==> src/rtl/fir_sys_pkg.sv <==
// Shared helpers for the N-tap FIR engine: width derivation plus the
// round-half-up and saturation steps of the output stage.
package fir_sys_pkg;

    // Output-stage arithmetic runs at this width; ACC_W and OW must not exceed it.
    localparam int MAX_W = 64;

    function automatic int clog2(input int n);
        int r = 0;
        while ((1 << r) < n) r++;
        return r;
    endfunction

    function automatic int acc_width(input int dw, input int cw, input int n_taps);
        return dw + cw + clog2(n_taps);
    endfunction

    function automatic logic signed [MAX_W-1:0] round_shift(
        input logic signed [MAX_W-1:0] v,
        input int                      shift
    );
        logic signed [MAX_W-1:0] half;
        if (shift == 0) return v;
        half = 64'sd1 <<< (shift - 1);
        return (v + half) >>> shift;
    endfunction

    function automatic logic signed [MAX_W-1:0] saturate(
        input logic signed [MAX_W-1:0] v,
        input int                      ow
    );
        logic signed [MAX_W-1:0] hi;
        logic signed [MAX_W-1:0] lo;
        if (ow >= MAX_W) return v;
        hi = (64'sd1 <<< (ow - 1)) - 64'sd1;
        lo = -(64'sd1 <<< (ow - 1));
        if (v > hi) return hi;
        if (v < lo) return lo;
        return v;
    endfunction

endpackage

==> src/rtl/fir_sys_n_if.sv <==
// Sample, coefficient and result signals of the FIR engine.
interface fir_sys_n_if #(
    parameter int DW = 8,
    parameter int CW = 8,
    parameter int OW = 16
) ();
    logic                 clr;
    logic                 coef_we;
    logic signed [CW-1:0] coef_in;
    logic                 in_valid;
    logic                 in_ready;
    logic signed [DW-1:0] in_data;
    logic                 out_valid;
    logic signed [OW-1:0] out_data;
    logic                 out_sat;
    logic                 out_warm;

    modport master (
        output clr, coef_we, coef_in, in_valid, in_data,
        input  in_ready, out_valid, out_data, out_sat, out_warm
    );

    modport slave (
        input  clr, coef_we, coef_in, in_valid, in_data,
        output in_ready, out_valid, out_data, out_sat, out_warm
    );
endinterface

==> src/rtl/fir_tap.sv <==
// One transposed-form tap: holds coefficient c[k] and partial sum z[k];
// coefficients shift from the high tap towards tap 0.
module fir_tap #(
    parameter int DW    = 8,
    parameter int CW    = 8,
    parameter int ACC_W = 19
) (
    input  logic                    clk,
    input  logic                    rst,
    input  logic                    clr_i,
    input  logic                    ce_i,
    input  logic                    coef_we_i,
    input  logic signed [CW-1:0]    coef_i,
    input  logic signed [DW-1:0]    x_i,
    input  logic signed [ACC_W-1:0] z_i,
    output logic signed [ACC_W-1:0] z_o,
    output logic signed [CW-1:0]    coef_o
);
    logic signed [CW-1:0]    c_q;
    logic signed [ACC_W-1:0] z_q;
    logic signed [ACC_W-1:0] z_d;

    assign z_d    = ACC_W'(c_q) * ACC_W'(x_i) + z_i;
    assign z_o    = z_q;
    assign coef_o = c_q;

    always_ff @(posedge clk or posedge rst) begin
        if (rst) begin
            c_q <= '0;
            z_q <= '0;
        end else begin
            if (coef_we_i) c_q <= coef_i;
            if (clr_i)     z_q <= '0;
            else if (ce_i) z_q <= z_d;
        end
    end
endmodule

==> src/rtl/fir_sys_n.sv <==
// N-tap transposed-form FIR with sample enable, shift-loaded coefficients,
// warm-up flag and rounded/saturated output. One result per accepted sample.
module fir_sys_n
    import fir_sys_pkg::*;
#(
    parameter int N_TAPS = 8,
    parameter int DW     = 8,
    parameter int CW     = 8,
    parameter int OW     = 16,
    parameter int SHIFT  = 0
) (
    input  logic        clk,
    input  logic        rst,
    fir_sys_n_if.slave  bus
);
    localparam int                ACC_W   = acc_width(DW, CW, N_TAPS);
    localparam int                CNT_W   = clog2(N_TAPS + 1);
    localparam logic [CNT_W-1:0]  CNT_MAX = CNT_W'(N_TAPS);

    logic                    ce;
    logic signed [CW-1:0]    c_w [1:N_TAPS];
    logic signed [ACC_W-1:0] z_w [1:N_TAPS];
    logic signed [CW-1:0]    c0_q;
    logic signed [ACC_W-1:0] acc_d;
    logic signed [MAX_W-1:0] rnd;
    logic signed [MAX_W-1:0] clp;
    logic [CNT_W-1:0]        cnt_q;
    logic [CNT_W-1:0]        cnt_d;
    logic                    out_valid_q;
    logic                    out_sat_q;
    logic                    out_warm_q;
    logic signed [OW-1:0]    out_data_q;

    assign bus.in_ready = ~bus.coef_we & ~bus.clr;
    assign ce           = bus.in_valid & bus.in_ready;

    // Index N_TAPS is the virtual tap beyond the end: new coefficient in, zero partial sum.
    assign c_w[N_TAPS] = bus.coef_in;
    assign z_w[N_TAPS] = '0;

    generate
        for (genvar k = 1; k < N_TAPS; k++) begin : g_tap
            fir_tap #(.DW(DW), .CW(CW), .ACC_W(ACC_W)) u_tap (
                .clk       (clk),
                .rst       (rst),
                .clr_i     (bus.clr),
                .ce_i      (ce),
                .coef_we_i (bus.coef_we),
                .coef_i    (c_w[k+1]),
                .x_i       (bus.in_data),
                .z_i       (z_w[k+1]),
                .z_o       (z_w[k]),
                .coef_o    (c_w[k])
            );
        end
    endgenerate

    assign acc_d = ACC_W'(c0_q) * ACC_W'(bus.in_data) + z_w[1];
    assign rnd   = round_shift(MAX_W'(acc_d), SHIFT);
    assign clp   = saturate(rnd, OW);

    always_comb begin
        cnt_d = cnt_q;
        if (bus.clr)                     cnt_d = '0;
        else if (ce && cnt_q != CNT_MAX) cnt_d = cnt_q + CNT_W'(1);
    end

    always_ff @(posedge clk or posedge rst) begin
        if (rst) begin
            c0_q        <= '0;
            cnt_q       <= '0;
            out_valid_q <= 1'b0;
            out_sat_q   <= 1'b0;
            out_warm_q  <= 1'b0;
            out_data_q  <= '0;
        end else begin
            if (bus.coef_we) c0_q <= c_w[1];
            cnt_q       <= cnt_d;
            out_warm_q  <= (cnt_d == CNT_MAX);
            out_valid_q <= ce;
            // The result register doubles as the accumulator stage and holds between pulses.
            if (ce) begin
                out_data_q <= clp[OW-1:0];
                out_sat_q  <= (clp != rnd);
            end
        end
    end

    assign bus.out_valid = out_valid_q;
    assign bus.out_data  = out_data_q;
    assign bus.out_sat   = out_sat_q;
    assign bus.out_warm  = out_warm_q;
endmodule

==> src/flat_wrapper.sv <==
// flat-port wrapper written by rule: the top's interface ports become plain ports
module fir_sys_n_flat import fir_sys_pkg::*;
#(
    parameter int N_TAPS = 8,
    parameter int DW     = 8,
    parameter int CW     = 8,
    parameter int OW     = 16,
    parameter int SHIFT  = 0
)
  (clk, rst, bus_clr, bus_coef_we, bus_coef_in, bus_in_valid, bus_in_data, bus_in_ready, bus_out_valid, bus_out_data, bus_out_sat, bus_out_warm);
  fir_sys_n_if #(.DW(DW), .CW(CW), .OW(OW)) bus_i ();
  input  logic clk;
  input  logic rst;
  input wire logic [$bits(bus_i.clr)-1:0] bus_clr;
  input wire logic [$bits(bus_i.coef_we)-1:0] bus_coef_we;
  input wire logic [$bits(bus_i.coef_in)-1:0] bus_coef_in;
  input wire logic [$bits(bus_i.in_valid)-1:0] bus_in_valid;
  input wire logic [$bits(bus_i.in_data)-1:0] bus_in_data;
  output wire logic [$bits(bus_i.in_ready)-1:0] bus_in_ready;
  output wire logic [$bits(bus_i.out_valid)-1:0] bus_out_valid;
  output wire logic [$bits(bus_i.out_data)-1:0] bus_out_data;
  output wire logic [$bits(bus_i.out_sat)-1:0] bus_out_sat;
  output wire logic [$bits(bus_i.out_warm)-1:0] bus_out_warm;
  assign bus_i.clr = bus_clr;
  assign bus_i.coef_we = bus_coef_we;
  assign bus_i.coef_in = bus_coef_in;
  assign bus_i.in_valid = bus_in_valid;
  assign bus_i.in_data = bus_in_data;
  assign bus_in_ready = bus_i.in_ready;
  assign bus_out_valid = bus_i.out_valid;
  assign bus_out_data = bus_i.out_data;
  assign bus_out_sat = bus_i.out_sat;
  assign bus_out_warm = bus_i.out_warm;
  fir_sys_n #(.N_TAPS(N_TAPS), .DW(DW), .CW(CW), .OW(OW), .SHIFT(SHIFT)) u_core (.clk(clk), .rst(rst), .bus(bus_i));
endmodule
==> config.mk <==
export PLATFORM = sky130hd
export DESIGN_NAME = fir_sys_n_flat
export DESIGN_NICKNAME = d
export VERILOG_FILES = /design/src/rtl/fir_sys_pkg.sv /design/src/rtl/fir_sys_n_if.sv /design/src/rtl/fir_tap.sv /design/src/rtl/fir_sys_n.sv /design/src/flat_wrapper.sv
export SDC_FILE = /design/constraint.sdc
export NUM_CORES = 2
export LEC_CHECK = 0
export ABC_CLOCK_PERIOD_IN_PS = 8270
export CORE_UTILIZATION = 47
export DETAILED_ROUTE_END_ITERATION = 16
export SKIP_CTS_REPAIR_TIMING = 1
export SLEW_MARGIN = 20
export SYNTH_ARGS = -nofsm -noshare
export SYNTH_HDL_FRONTEND = slang
export SYNTH_HIERARCHICAL = 1
export SYNTH_SLANG_ARGS = --single-unit
==> constraint.sdc <==
create_clock -name clk -period 8.27 [get_ports clk]
set_clock_uncertainty 0.2 [all_clocks]
set_input_delay 1.654 -clock clk [delete_from_list [all_inputs] [get_ports clk]]
set_output_delay 1.654 -clock clk [all_outputs]
set_load 0.05 [all_outputs]
==> out/results.tsv <==
metric	value	unit
final.min_clock_period	7.44	ns
synth.top_cells.by_area	sky130_fd_sc_hd__fa_1, sky130_fd_sc_hd__dfrtp_1, sky130_fd_sc_hd__ha_1	
cts_tree	yes	
syn-mean-instance-area	10.2	um2
grt_pass1_vias	25300	
outcome	finished clean	
synth.largest_area_cell	sky130_fd_sc_hd__fa_1	
post_synth_inst_count	3545	
multi_input_area	27500	um2
synth_top_flop_cell	sky130_fd_sc_hd__dfrtp_1	
drcViolationCount	0	
post_route_cells_drive_above_1_share	5.52	%
rsz0062_at_grt	false	
clkSinkCount	220	
design.core.area	76100	um2
critical_path_rt	8.63	ns
cp.arrival	7.80	ns
timing.fmax	134	MHz
critical_path_class	input pin to flip-flop	
detailroute.via_count	23400	
first_pass_grt_wire_length	131000	um
regArea	5510	um2
dp_hpwl	58300	um
die_area	78000	um2
reg_to_reg_slack_setup	2.04	ns
antenna_found_initial	0	
route.layer.met1.wl	36500	um
cts_inserted_buffers	30	
report.final.slew_viol_count	0	
critical-path-top-cell-by-count	sky130_fd_sc_hd__fa_1	
path_delay_family	adder cells	
area_growth_syn_to_layout	7.54	%
cts_buffer_depth	3	
post-route-period-util	90.0	%
critPathCaptureType	flip-flop	
finish.cell_count_without_fillers	4654	
synth_top_family_by_area	adder cells	
synth-seq-cells	220	
synth_cell_type_count	75	
layout.filler_cells	7125	
placed_cells	4600	
worst_path_cell_chain	clkdlybuf4s50_1 -> clkinv_1 -> fa_1 -> inv_1 -> fa_1 -> fa_1 -> fa_1 -> fa_1 -> ha_1 -> a21o_1 -> a21oi_2 -> nand4_2 -> a221oi_2 -> xnor2_1 -> nand4bb_1 -> or2_1 -> ha_1 -> buf_4 -> nor3_1 -> o22a_1	
height_of_the_die	279	um
synth-simple-area-share	11.2	%
finalSetupTns	0	ns
drv_cap	0	
top_layer	met4	
floorplan.initialDensity	47.5	%
drt_first_iter_violations	935	
mappedNetlistArea	36200	um2
place.gp.congestion	0.812	
horizontal_extent_of_the_die	279	um
yosys-mux-area-fraction	3.90	%
edff_count_synth	0	
wl_met3	1990	um
setup_viol_count_final	0	
wirelength	74500	um
synth_compound_area_share	7.71	%
num_rows	101	
worst-slew-pin-transition	1.12	ns
cts_root_buf	sky130_fd_sc_hd__clkbuf_16	
clock_latency	0.62	ns
post_synth_fa_ha_maj_area_fraction	49.5	%
detailroute.wirelength.met2	35300	um
cp.buffers_inverters	4	
grt_max_degree	89	
asyncSetResetFlopFracSynth	100	%
wl_per_cell	16.0	um
cpPeakStageDelay	0.66	ns
nNetsFinal	4650	
synth.top_cell.area_share	37.2	%
timing.final.hold_violations	0	
layout_common_cells	sky130_fd_sc_hd__inv_1, sky130_fd_sc_hd__fa_1, sky130_fd_sc_hd__ha_1, sky130_fd_sc_hd__and2_1, sky130_fd_sc_hd__nand2_1	
worst_slew_margin_rel	25.4	%
warnings_synthesis	6	
boundaryPins	41	
mostFrequentLayoutCell	sky130_fd_sc_hd__inv_1	
cts.reportedPaths.clkPinSlew	0.06	ns
post_drt_via_cell_ratio	5.04	
overall_fraction_of_global_route_tracks_in_use	20.5	%
crit_path_start_kind	input pin	
hold_class	flip-flop to flip-flop	
synthXorXnorAreaFrac	3.46	%
drtPass1Iterations	4	
ant_nets	0	
synth-seq-area-share	15.2	%
critical_path_peak_fanout	17	
grt_overflow_total	0	
total_number_of_h_tree_levels	1	
port_buffers	40	
critical_path.slowest_cell	sky130_fd_sc_hd__clkdlybuf4s50_1	
## flip-flops by register name, indices dropped and copies added (netlist names)
register,flops
u_core/bus.out_valid,1
u_core/c0_q,8
u_core/bus.out_warm,1
u_core/bus.out_sat,1
u_core/cnt_q,4
u_core/bus.out_data,16
u_core/g_tap.u_tap/coef_o,56
u_core/g_tap.u_tap/z_o,133
## layer usage
metal / vias up / track usage, %
met3: 57 / 1.80
li1: 11200 / -
met4: 0 / 2.72
met1: 12000 / 30.0
met5: - / 0
met2: 243 / 34.0
## layout make-up
cell class / instances / area share, %
Tap cell: 1030 / 3.31
Clock inverter: 12 / 0.550
Inverter: 777 / 7.50
Clock buffer: 41 / 2.11
Timing Repair Buffer: 77 / 1.71
Sequential cell: 220 / 14.2
Multi-Input combinational cell: 2496 / 70.6
Antenna cell: 1 / 0.00644
## synth_stat cells, drive strengths merged, types with 3 or more instances
cell type,n
o22a,19
a211oi,24
nor2,185
a21oi,78
nand2,221
a22o,26
and2,264
ha,355
o21ai,47
clkinv,8
nor4b,8
inv,769
o2111ai,4
a21boi,7
or4,7
nand2b,13
a21o,34
mux2i,69
nor2b,18
buf,17
nand3b,6
dfrtp,220
nor3,20
and4b,3
mux2,64
nand4,11
or3,8
and3,3
a211o,13
nand3,20
xor2,24
o21a,29
fa,672
o31ai,8
o21bai,23
a32o,11
or2,7
xnor2,118
o221ai,3
o211ai,19
a31oi,10
o22ai,9
clkbuf,53
## kinds of logic after synthesis
family | count (synthesis)
other | 1
XOR/XNOR | 142
buffers and inverters | 847
flip-flops | 220
AO/OA/AOI/OAI | 377
AND/OR/NAND/NOR | 798
adder cells (fa/ha/maj) | 1027
multiplexers | 133
## final timing paths
check,to,startpoint,cells after the start
worst max-delay path,u_core/bus.out_data[12],bus_in_data[7],20
worst min-delay path,u_core/bus.out_data[3],u_core/bus.out_data[3],1
worst max register to register,u_core/bus.out_data[12],u_core/c0_q[7],18
worst min register to register,u_core/bus.out_data[3],u_core/bus.out_data[3],1
max in group asynchronous,u_core/g_tap[5].u_tap/z_o[16],rst,3
min in group asynchronous,u_core/g_tap[3].u_tap/z_o[0],rst,2
## worst reg2reg max path, delay by kind of cell (launching register included)
kind / cells / cell delay [ns]
adder cells (fa/ha/maj): 7 / 2.96
flip-flops: 1 / 0.50
buffers and inverters: 1 / 0.20
AO/OA/AOI/OAI: 4 / 0.82
XOR/XNOR: 1 / 0.23
AND/OR/NAND/NOR: 5 / 1.29
## stage by stage
stage / util (%) / instance area [um2] / worst slack, ns / hold slack [ns]
global placement: 49.7 / 37800 / 0.300 / 0.293
floorplan: - / 36200 / 0.711 / 0.278
detailed placement: 49.7 / 37800 / 0.216 / 0.301
finish: 51.1 / 38900 / 0.825 / 0.308
CTS: 51.1 / 38900 / 0.876 / 0.314
global route: 51.1 / 38900 / 0.520 / 0.320
Power is not shown: default switching activity piles up to over one toggle a cycle in this logic, so the estimate is an artifact.
